--- config.mk ---
export PLATFORM = sky130hd
export DESIGN_NAME = risc_controller
export DESIGN_NICKNAME = d
export VERILOG_FILES = /design/src/rtl/cpu_pkg.sv /design/src/rtl/ctrl_decode.sv /design/src/rtl/risc_controller.sv
export SDC_FILE = /design/constraint.sdc
export NUM_CORES = 1
export LEC_CHECK = 0
export BUFFER_PORTS_ARGS = -buffer_cell sky130_fd_sc_hd__clkbuf_2
export CAP_MARGIN = 20
export CORE_AREA = 2 2 39 41
export CTS_BUF_LIST = sky130_fd_sc_hd__clkbuf_2 sky130_fd_sc_hd__clkbuf_4 sky130_fd_sc_hd__clkbuf_8
export DETAILED_ROUTE_END_ITERATION = 8
export DIE_AREA = 0 0 41 43
export HOLD_SLACK_MARGIN = 0.15
export PLACE_DENSITY_LB_ADDON = 0.12
export REMOVE_ABC_BUFFERS = 1
export SLEW_MARGIN = 20
export SYNTH_ARGS = -nofsm -noshare
export SYNTH_HDL_FRONTEND = slang
export SYNTH_SLANG_ARGS = --single-unit
--- constraint.sdc ---
create_clock -name clk -period 1.35 [get_ports clk]
set_input_delay 0.135 -clock clk [delete_from_list [all_inputs] [get_ports clk]]
set_output_delay 0.135 -clock clk [all_outputs]
set_load 0.005 [all_outputs]
--- src/rtl/cpu_pkg.sv ---
// cpu_pkg: opcode and phase encodings shared by the controller and the ALU
package cpu_pkg;
  typedef enum logic [2:0] {
    OP_HLT = 3'b000,
    OP_SKZ = 3'b001,
    OP_ADD = 3'b010,
    OP_AND = 3'b011,
    OP_XOR = 3'b100,
    OP_LDA = 3'b101,
    OP_STO = 3'b110,
    OP_JMP = 3'b111
  } opcode_t;

  typedef enum logic [2:0] {
    PH_INST_ADDR  = 3'd0,
    PH_INST_FETCH = 3'd1,
    PH_INST_LOAD  = 3'd2,
    PH_IDLE       = 3'd3,
    PH_OP_ADDR    = 3'd4,
    PH_OP_FETCH   = 3'd5,
    PH_ALU_OP     = 3'd6,
    PH_STORE      = 3'd7
  } phase_t;

  function automatic logic is_aluop(input logic [2:0] op);
    return op inside {OP_ADD, OP_AND, OP_XOR, OP_LDA};
  endfunction
endpackage

--- src/rtl/ctrl_decode.sv ---
// ctrl_decode: combinational control outputs from phase, live opcode/zero and the halted flag
module ctrl_decode
  import cpu_pkg::*;
(
  input  phase_t     phase,
  input  logic [2:0] opcode,
  input  logic       zero,
  input  logic       halted,
  output logic       sel,
  output logic       rd,
  output logic       ld_ir,
  output logic       inc_pc,
  output logic       ld_pc,
  output logic       ld_ac,
  output logic       data_e,
  output logic       wr,
  output logic       halt
);
  logic run, aluop, late, sto, jmp;
  assign run    = !halted;
  assign aluop  = is_aluop(opcode);
  assign late   = phase inside {PH_ALU_OP, PH_STORE};
  assign sto    = opcode == OP_STO;
  assign jmp    = opcode == OP_JMP;
  assign sel    = run && phase inside {PH_INST_ADDR, PH_INST_FETCH, PH_INST_LOAD, PH_IDLE};
  assign rd     = run && (phase inside {PH_INST_FETCH, PH_INST_LOAD, PH_IDLE} ||
                          (phase inside {PH_OP_FETCH, PH_ALU_OP, PH_STORE} && aluop));
  assign ld_ir  = run && phase inside {PH_INST_LOAD, PH_IDLE};
  assign inc_pc = run && (phase == PH_OP_ADDR || (phase == PH_ALU_OP && opcode == OP_SKZ && zero));
  assign ld_pc  = run && late && jmp;
  assign ld_ac  = run && phase == PH_STORE && aluop;
  assign data_e = run && late && sto;
  assign wr     = run && phase == PH_STORE && sto;
  assign halt   = halted || (phase == PH_OP_ADDR && opcode == OP_HLT);
endmodule

--- src/rtl/risc_controller.sv ---
// risc_controller: eight-phase instruction sequencer with halt latch for the RISC CPU
module risc_controller
  import cpu_pkg::*;
(
  input  logic       clk,
  input  logic       rst,
  input  logic [2:0] opcode,
  input  logic       zero,
  output logic       sel,
  output logic       rd,
  output logic       ld_ir,
  output logic       inc_pc,
  output logic       ld_pc,
  output logic       ld_ac,
  output logic       data_e,
  output logic       wr,
  output logic       halt,
  output logic [2:0] phase
);
  phase_t phase_q, phase_d;
  logic   halted_q, halted_d;
  // HLT latches at the end of phase 4 and freezes the phase there until reset
  always_comb begin
    halted_d = halted_q || (phase_q == PH_OP_ADDR && opcode == OP_HLT);
    phase_d  = halted_d ? phase_q : phase_t'(phase_q + 3'd1);
  end
  // state register; reset wins over halt entry
  always_ff @(posedge clk) begin
    if (rst) begin
      phase_q  <= PH_INST_ADDR;
      halted_q <= 1'b0;
    end else begin
      phase_q  <= phase_d;
      halted_q <= halted_d;
    end
  end
  assign phase = phase_q;
  ctrl_decode u_dec (
    .phase (phase_q),
    .opcode(opcode),
    .zero  (zero),
    .halted(halted_q),
    .sel   (sel),
    .rd    (rd),
    .ld_ir (ld_ir),
    .inc_pc(inc_pc),
    .ld_pc (ld_pc),
    .ld_ac (ld_ac),
    .data_e(data_e),
    .wr    (wr),
    .halt  (halt)
  );
endmodule

==> metrics.cfg, run 1 <==
[cts]
cts_buffers = 3
cts_tree = done
clk_pin_slew_ns = 0.04
clockBufferDepth = 2
cts_sinks = 4
cts-root-buf = clkbuf_4
clock_latency_ns = 0.23
ctsHoldBuffers = 0
cts_max_level = 1

[yosys]
yosys-top-cells-area = dfxtp_1 (19%), ha_1 (18%), nor3_1 (7.1%)
synth_top_area_cell = dfxtp_1
syn_inst = 49
syn-cell-area_um2 = 422.9
avgSynthCellArea_um2 = 8.631
ys_types = 22
ys_seq_area_share_pct = 18.93
ys_ff_latch = 4
yosysWarnings = 0
post-synth-top-area-fraction_pct = 18.93

[final_layout]
seqCellArea_um2 = 92.59
antenna_cells = 0
layout.nets = 91
multiInputGateArea_um2 = 429.2
area_delta_synth_final_pct = 82.25
post-route-cell-area_um2 = 770.7
nFillCells = 126
layout-drive-gt1-share_pct = 72.73
final_util_pct = 55.70

[sta]
fin_skew_ns = 0.0008296
min_period_over_period_pct = 109.4
period_minus_slack_ns = 1.477
maxSlewViolCount = 0
tns_ns = -0.4464
finalSetupViolations = 5
rsz0062_at_grt = true
relSlewSlack_pct = 76.22
max_freq_mhz = 677.0
setup_slack_ns = -0.1270
worst_slew_pin_slew_ns = 0.3518
hold_violations = 0

[detailed_routing]
vias = 487
routed_wl_mm = 1.287
first_pass_iters = 5
drt_iter0_markers = 3
route.detailed.drc = 0
wire_per_inst_um = 13.84
detail-route-antenna-nets = 0
viasPerCell = 5.237

[floorplanning]
ioPinCount = 18
start_util_pct = 30.56
die_area_um2 = 1763
core-area_um2 = 1384
fp.dieW_um = 41
die_y_um = 43
rows = 14

[power]
power_frac_comb_pct = 67.3
internal_power_mw = 0.7214
power_frac_clock_pct = 12.4
leakage_nw = 0.3377
peakVddDrop_uv = 814.9
p_seq_share_pct = 20.3
switchingPower_mw = 0.4526
p_per_area_nw_per_um2 = 1523
p_sw_share_pct = 38.55

[placement]
hpwl_um = 893.6
dpl_cell_area_um2 = 563.0
portBuffers = 17
place_congestion = 0.7773

[status]
status = finished with violations
violations = setup timing

[worst_setup_path]
crit_required_ns = 1.22
cpMaxStageDelayCell = dfxtp_4
crit_buf_inv = 1
cp-start-kind = register
worst-setup-path-type = register to output pin
worstPathArrival_ns = 1.34
cp_top_family = flip-flops
slowest_delay_ns = 0.37
critPathCaptureType = output pin
cp_max_fo = 4
cpMostUsedCell = ha_4
cp_cell_sequence = ha_4, ha_4, nor3b_2, o32ai_1, buf_2

[grt]
overflow = 0
grt_pass1_wl_mm = 1.925
grt_pass1_vias = 457
antenna_found_initial = 0
grt_max_degree = 11
track_usage_pct = 16.40

[worst_hold_path]
hold_path.class = input pin to register

[flow_run]
cap_violations = 0

-- synthesized netlist by cell type (all sizes together) --
master and count:
nand4 1, o31a 1, nor2 4, nor3 6, o311ai 2, mux2i 2, nand3b 1, or4b 1
nor4b 2, nor3b 3, inv 5, buf 4, a221oi 1, a41oi 1, nand2 2, ha 6
o32ai 1, or4 1, xnor2 1, dfxtp 4
-- cells in the final DEF, fill, tap and decap left out --
cell type  count
nand3b_4       1
nand4_1        1
inv_1          3
a221oi_2       1
nor3b_1        1
nor3b_2        2
xnor2_1        1
dfxtp_4        3
nand2_4        1
o311ai_2       1
ha_4           6
o32ai_1        1
mux2i_1        1
or4_1          1
clkbuf_2      14
nand2_1        1
nor3_2         3
nor3_1         3
clkbuf_4       3
buf_6          2
nor4b_1        2
or4b_4         1
o31a_1         1
o311ai_0       1
buf_4         10
dfxtp_2        1
a41oi_2        1
mux2i_2        1
inv_4          2
nor2_1         4
buf_2          3
-- metrics by stage --
stage          setup WS, ns  hold slack, ns  total power [mW]  instances
2_1_floorplan      0.001394          0.2012            0.4578         45
3_3_place_gp       -0.01259          0.4282            0.7381         86
3_5_place_dp       0.002395          0.4346            0.7313         86
4_1_cts             -0.1541          0.1782             1.074         92
5_1_grt             -0.2048          0.2166             1.270         93
6_report            -0.1270          0.2022             1.174         93
-- cell families after synthesis --
logic type | after synthesis | share of synthesized area [%]
xor+xnor | 1 | 2.071
compound gates | 6 | 13.91
simple gates | 21 | 32.25
fa+ha+maj | 6 | 17.75
mux | 2 | 4.734
buf+inv | 9 | 10.35
flops | 4 | 18.94
-- power by group through the flow --
| stage | registers [mW] | logic, mW | clock network (mW) |
|---|---|---|---|
| finish | 0.238 | 0.790 | 0.146 |
| global route | 0.244 | 0.860 | 0.166 |
| CTS | 0.228 | 0.694 | 0.151 |
| detailed placement | 0.192 | 0.539 | 0 |
| global placement | 0.193 | 0.545 | 0 |
| floorplan | 0.208 | 0.250 | 0 |
-- routing by layer --
layer | GRT usage [%] | vias to the layer above | share of wire, %
met5 | 0 | - | 0
met2 | 25.94 | 17 | 51
met4 | 8.000 | 0 | 0
li1 | - | 241 | -
met1 | 20.06 | 229 | 43
met3 | 3.141 | 0 | 5.8
-- flip-flops by register name, indices dropped and copies added, names as in the netlist --
signal	flops
halted_q	1
phase	3
-- repair_timing --
item	CTS	global route
pin swaps	5	8
endpoints found under the setup margin	8	8
buffers inserted	3	2
hold endpoints to repair	0	0
resized for setup	23	16
-- worst paths after layout --
path / slack (ns) / depth (start not counted) / to / from
worst max-delay path: -0.13 / 5 / rd / phase[0]$_SDFFE_PP0N_
worst min-delay path: 0.20 / 2 / phase[2]$_SDFFE_PP0N_ / rst
worst max register to register: 0.01 / 6 / phase[2]$_SDFFE_PP0N_ / phase[0]$_SDFFE_PP0N_
worst min register to register: 0.69 / 2 / phase[2]$_SDFFE_PP0N_ / halted_q$_SDFF_PP0_
-- area by class of cell --
| class | instances | area share (%) |
|---|---|---|
| flip-flops and latches | 4 | 12.01 |
| well taps | 16 | 2.597 |
| clock buffers | 3 | 2.922 |
| repair buffers | 29 | 23.70 |
| inverters | 5 | 3.084 |
| multi-input cells | 36 | 55.68 |
(Power assumes the default switching activity.)
==> run 2: changes to the inputs <==
--- a/config.mk
+++ b/config.mk
@@ -5,6 +5,7 @@
 export SDC_FILE = /design/constraint.sdc
 export NUM_CORES = 1
 export LEC_CHECK = 0
+export ABC_CLOCK_PERIOD_IN_PS = 1620
 export BUFFER_PORTS_ARGS = -buffer_cell sky130_fd_sc_hd__clkbuf_2
 export CAP_MARGIN = 20
 export CORE_AREA = 2 2 39 41
==> constraint.sdc (replaced) <==
create_clock -name clk -period 1.62 [get_ports clk]
set_input_delay 0.162 -clock clk [delete_from_list [all_inputs] [get_ports clk]]
set_output_delay 0.162 -clock clk [all_outputs]
set_load 0.005 [all_outputs]
==> metrics.cfg, run 2 (synthesis gave the netlist of run 1 again) <==
[status]
status = finished, final reports clean  ; was finished with violations

[sta]
max_freq_mhz = 629.3
min_period_over_period_pct = 98.09
fin_skew_ns = 0.001013  ; was 0.0008296 ns
rsz0062_at_grt = true  ; unchanged
maxSlewViolCount = 0  ; unchanged
worst_slew_pin_slew_ns = 0.3189  ; was 0.3518 ns
period_minus_slack_ns = 1.589
hold_violations = 0  ; unchanged
tns_ns = 0  ; was -0.4464 ns
whs_ns = 0.2236  ; was 0.2022 ns
relSlewSlack_pct = 78.47  ; was 76.22%
finalSetupViolations = 0  ; was 5

[detailed_routing]
dr.max_layer_used = met4  ; was met3
wl_met1_um = 499  ; was 550 µm
first_pass_iters = 3  ; was 5
met3_length_um = 56  ; was 75 µm
detail-route-antenna-nets = 0  ; unchanged
wire_per_inst_um = 13.25  ; was 13.84 µm
vias = 431  ; was 487
viasPerCell = 5.193  ; was 5.237
route.detailed.drc = 0  ; unchanged
dr_wl_met2_um = 522  ; was 660 µm
drt_iter0_markers = 5  ; was 3
routed_wl_mm = 1.100  ; was 1.287 mm

[final_layout]
multiInputGateArea_um2 = 336.6  ; was 429.2 µm²
final_cells = 83  ; was 93
largest_reg_flops = 3  ; unchanged
final_common_cell = clkbuf_2  ; unchanged
post-route-cell-area_um2 = 586.8  ; was 770.7 µm²
layout.nets = 81  ; was 91
antenna_cells = 0  ; unchanged
layout-drive-gt1-share_pct = 50.75  ; was 72.73%
mostFrequentLayoutCells = clkbuf_2 (16), nor3_1 (5), nor2_1 (4)  ; was clkbuf_2 (14), buf_4 (10), ha_4 (6)
nFillCells = 159  ; was 126
seqCellArea_um2 = 88.84  ; was 92.59 µm²
area_delta_synth_final_pct = 38.76  ; was 82.25%

[power]
leakage_nw = 0.2831  ; was 0.3377 nW
peakVddDrop_uv = 448.8  ; was 814.9 µV
p_per_area_nw_per_um2 = 1238  ; was 1523 nW/µm²
power_frac_comb_pct = 58.5  ; was 67.3%
p_sw_share_pct = 39.27  ; was 38.55%
p_seq_share_pct = 24.3  ; was 20.3%
power_frac_clock_pct = 17.3  ; was 12.4%
switchingPower_mw = 0.2853  ; was 0.4526 mW
internal_power_mw = 0.4413  ; was 0.7214 mW
total_power_mw = 0.7266  ; was 1.174 mW

[floorplanning]
rows = 14  ; unchanged
fp.dieW_um = 41  ; unchanged
core-area_um2 = 1384  ; unchanged
ioPinCount = 18  ; unchanged
start_util_pct = 30.56  ; unchanged
die_y_um = 43  ; unchanged
die_area_um2 = 1763  ; unchanged

[worst_setup_path]
critPathCaptureType = output pin  ; unchanged
r2r_end = phase[2]$_SDFFE_PP0N_  ; unchanged
r2r_start = phase[1]$_SDFFE_PP0N_  ; was phase[0]$_SDFFE_PP0N_
slowest_delay_ns = 0.37  ; about the same
r2r.worst_path.cells = 6  ; unchanged
worst-setup-path-type = register to output pin  ; unchanged
cp-start-kind = register  ; unchanged
crit_buf_inv = 1  ; unchanged
worstPathArrival_ns = 1.43  ; was 1.34 ns
cp_max_fo = 7  ; was 4
cp_top_family = flip-flops  ; unchanged
cp_cell_sequence = ha_2, ha_4, nor3b_2, o32ai_1, buf_2  ; was ha_4, ha_4, nor3b_2, o32ai_1, buf_2
cpMaxStageDelayCell = dfxtp_4  ; unchanged
crit_required_ns = 1.46  ; was 1.22 ns
rrSetupSlack_ns = 0.19  ; was 0.01 ns

[placement]
hpwl_um = 813.7  ; was 893.6 µm
place_congestion = 0.7789  ; was 0.7773
portBuffers = 17  ; unchanged
dp_cells = 79  ; was 86
dpl_cell_area_um2 = 510.5  ; was 563.0 µm²

[cts]
ctsHoldBuffers = 0  ; unchanged
clk_pin_slew_ns = 0.04  ; about the same
cts_sinks = 4  ; unchanged
clock_latency_ns = 0.23  ; about the same
cts_max_level = 1  ; unchanged
cts_tree = done  ; unchanged
clockBufferDepth = 2  ; unchanged
cts_buffers = 3  ; unchanged
cts-root-buf = clkbuf_4  ; unchanged

[grt]
grt_pass1_vias = 358  ; was 457
overflow = 0  ; unchanged
grt_pass1_wl_mm = 1.731  ; was 1.925 mm
grt_max_degree = 13  ; was 11
track_usage_pct = 14.57  ; was 16.40%
antenna_found_initial = 0  ; unchanged

[worst_hold_path]
hold_depth = 2  ; unchanged
hold-path-endpoint = phase[2]$_SDFFE_PP0N_  ; unchanged
hold_path.class = input pin to register  ; unchanged
hold_start = rst  ; unchanged

[flow_run]
cap_violations = 0  ; unchanged

-- run 2: cell types whose count changed in the layout (fill, tap and decap cells not counted), sizes merged --
cell / delta
buf: -12
clkbuf: +2
-- run 2: per-layer routing --
metal  up-vias  track usage, %
met5         -               0
met4         0           12.00
met3         2               0
met2        14           20.00
met1       195           20.32
li1        220               -
-- run 2: layout make-up --
class | count | area share (%)
multi-input cells | 36 | 57.36
clock buffers | 3 | 3.838
inverters | 5 | 3.198
flip-flops and latches | 4 | 15.14
well taps | 16 | 3.412
repair buffers | 19 | 17.06
-- run 2: power groups by stage --
stage               Sequential, mW  Combinational, mW  Clock [mW]
global placement             0.166              0.366           0
finish                       0.176              0.425       0.125
CTS                          0.169              0.367       0.136
global route                 0.184              0.485       0.137
detailed placement           0.164              0.360           0
floorplan                    0.173              0.208           0
-- run 2: worst reg2reg max path, stage by stage, from the launching register on --
cell and delay (ns):
dfxtp_4 0.35, inv_2 0.10, ha_4 0.15, nand3b_4 0.09, o31a_1 0.32, buf_4 0.14, a221oi_2 0.18
-- run 2: repair_timing --
action	4_1_cts	5_1_grt
gates cloned	0	0
endpoints found under the setup margin	2	2
gates resized for setup	4	11
setup buffers	0	1
pin swaps	0	1
-- run 2: worst max-delay path by stage --
stage | startpoint | endpoint | slack, ns | depth (start not counted)
floorplan | phase[0]$_SDFFE_PP0N_ | phase[1]$_SDFFE_PP0N_ | 0.27 | 4
global placement | phase[1]$_SDFFE_PP0N_ | halt | 0.11 | 6
detailed placement | phase[1]$_SDFFE_PP0N_ | halt | 0.16 | 6
CTS | phase[0]$_SDFFE_PP0N_ | halt | -0.02 | 6
global route | phase[0]$_SDFFE_PP0N_ | rd | -0.05 | 5
finish | phase[0]$_SDFFE_PP0N_ | rd | 0.03 | 5
-- run 2: metrics by stage --
stage                     setup slack, ns  util, %
final                             0.03087    42.41
after global routing             -0.04505    42.41
after CTS                        -0.01717    38.88
after detailed placement           0.1579    36.89
after global placement             0.1132    36.89
after floorplan                    0.2714        -
==> run 3: changes to the inputs <==
--- a/config.mk
+++ b/config.mk
@@ -13,6 +13,7 @@
 export DETAILED_ROUTE_END_ITERATION = 8
 export DIE_AREA = 0 0 41 43
 export HOLD_SLACK_MARGIN = 0.15
+export MAX_ROUTING_LAYER = met4
 export PLACE_DENSITY_LB_ADDON = 0.12
 export REMOVE_ABC_BUFFERS = 1
 export SLEW_MARGIN = 20
==> metrics.cfg, run 3 (synthesis gave the netlist of run 1 again) <==
[power]
peakVddDrop_uv = 449.3  ; was 448.8 µV
leakage_nw = 0.2838  ; was 0.2831 nW
p_per_area_nw_per_um2 = 1235  ; was 1238 nW/µm²

[detailed_routing]
drt_iter0_markers = 5  ; unchanged
viasPerCell = 5.205  ; was 5.193
vias = 432  ; was 431
route.detailed.drc = 0  ; unchanged
first_pass_iters = 3  ; unchanged
detail-route-antenna-nets = 0  ; unchanged
wire_per_inst_um = 13.25  ; unchanged
routed_wl_mm = 1.100  ; unchanged

[worst_setup_path]
r2r_start = phase[0]$_SDFFE_PP0N_  ; was phase[1]$_SDFFE_PP0N_
cpMaxStageDelayCell = dfxtp_4  ; unchanged
cp-start-kind = register  ; unchanged
worst-setup-path-type = register to output pin  ; unchanged
startpoint = phase[1]$_SDFFE_PP0N_  ; was phase[0]$_SDFFE_PP0N_
critPathCaptureType = output pin  ; unchanged
crit_required_ns = 1.46  ; about the same
r2r.worst_path.cells = 6  ; unchanged
cp_max_fo = 6  ; was 7
cp_cell_sequence = ha_2, ha_4, nor3b_2, o32ai_1, buf_2  ; unchanged
cp_top_family = flip-flops  ; unchanged
cp.depth = 5  ; unchanged
crit_buf_inv = 1  ; unchanged
worstPathArrival_ns = 1.44  ; was 1.43 ns
slowest_delay_ns = 0.38  ; was 0.37 ns

[placement]
pre_cts_slack_ns = 0.1579  ; unchanged
place_congestion = 0.7896  ; was 0.7789
hpwl_um = 813.7  ; unchanged
dpl_cell_area_um2 = 510.5  ; unchanged
portBuffers = 17  ; unchanged

[sta]
hold_violations = 0  ; unchanged
fin_skew_ns = 0.001004  ; was 0.001013 ns
setup_slack_ns = 0.02069  ; was 0.03087 ns
worst_slew_pin_slew_ns = 0.3124  ; was 0.3189 ns
relSlewSlack_pct = 78.91  ; was 78.47%
rsz0062_at_grt = true  ; unchanged
maxSlewViolCount = 0  ; unchanged
max_freq_mhz = 625.3  ; was 629.3 MHz
finalSetupViolations = 0  ; unchanged
period_minus_slack_ns = 1.599  ; was 1.589 ns
min_period_over_period_pct = 98.72  ; was 98.09%

[flow_run]
cap_violations = 0  ; unchanged

[grt]
grt_pass1_vias = 362  ; was 358
track_usage_pct = 14.83  ; was 14.57%
antenna_found_initial = 0  ; unchanged
overflow = 0  ; unchanged
grt_max_degree = 13  ; unchanged
grt_pass1_wl_mm = 1.718  ; was 1.731 mm

[floorplanning]
fp.dieW_um = 41  ; unchanged
die_area_um2 = 1763  ; unchanged
rows = 14  ; unchanged
core-area_um2 = 1384  ; unchanged
start_util_pct = 30.56  ; unchanged
die_y_um = 43  ; unchanged
ioPinCount = 18  ; unchanged

[cts]
clock_latency_ns = 0.23  ; about the same
cts_buffers = 3  ; unchanged
cts_sinks = 4  ; unchanged
cts-root-buf = clkbuf_4  ; unchanged
clockBufferDepth = 2  ; unchanged
clk_pin_slew_ns = 0.04  ; about the same
cts_max_level = 1  ; unchanged
cts_tree = done  ; unchanged

[final_layout]
layout-drive-gt1-share_pct = 52.24  ; was 50.75%
post-route-cell-area_um2 = 594.3  ; was 586.8 µm²
mostFrequentLayoutCells = clkbuf_2 (16), nor2_1 (4), nor3_1 (4)  ; was clkbuf_2 (16), nor3_1 (5), nor2_1 (4)
area_delta_synth_final_pct = 40.53  ; was 38.76%
final_common_cell = clkbuf_2  ; unchanged
largest_reg_flops = 3  ; unchanged
layout.nets = 81  ; unchanged
antenna_cells = 0  ; unchanged

[worst_hold_path]
hold_start = rst  ; unchanged
hold_path.class = input pin to register  ; unchanged
hold_depth = 2  ; unchanged

[status]
status = finished, final reports clean  ; unchanged

## run 3: changes by cell type in the layout (fill, tap and decap cells not counted)
cell,before,now
nor3_1,5,4
inv_2,2,1
inv_4,0,1
nor3_2,1,2
## run 3: what timing repair did
item,in CTS,in global routing
pin swaps,0,1
hold buffers,0,0
gates resized for setup,4,13
buffers inserted,0,1
endpoints found under the setup margin,2,2
hold endpoints to repair,0,0
## run 3: through the flow
step	TNS (ns)	std cells	power (mW)	util, %	hold slack (ns)
floorplan	0	45	0.3815	-	0.2282
CTS	-0.01717	82	0.6726	38.88	0.2115
global route	-0.07217	83	0.8143	42.95	0.2373
global placement	0	79	0.5323	36.89	0.4661
detailed placement	0	79	0.5245	36.89	0.4656
finish	0	83	0.7342	42.95	0.2229
## run 3: path summary, 6_finish.rpt
check / endpoint / slack [ns]
worst max-delay path: rd / 0.02
worst min-delay path: phase[2]$_SDFFE_PP0N_ / 0.22
worst max register to register: phase[2]$_SDFFE_PP0N_ / 0.20
worst min register to register: phase[1]$_SDFFE_PP0N_ / 0.59
## run 3: cell type report
type	count	area, µm²
well taps	16	20.02
flip-flops and latches	4	88.84
fillers	159	789.5
repair buffers	19	100.1
inverters	5	21.27
multi-input cells	36	341.6
clock buffers	3	22.52
## run 3: routing by layer
metal	vias to the layer above	share of wire [%]	global-route usage (%)
met4	0	1.9	12.00
met5	-	0	-
li1	219	-	-
met2	14	48	20.00
met3	2	4.8	0
met1	197	45	20.00
## run 3: power by group
part,leakage [nW],total [mW],switching [mW],internal [mW]
sequential,0.0345,0.181,0.0424,0.139
combinational,0.235,0.427,0.205,0.222
clock,0.0138,0.126,0.0426,0.0830
total,0.284,0.734,0.290,0.444
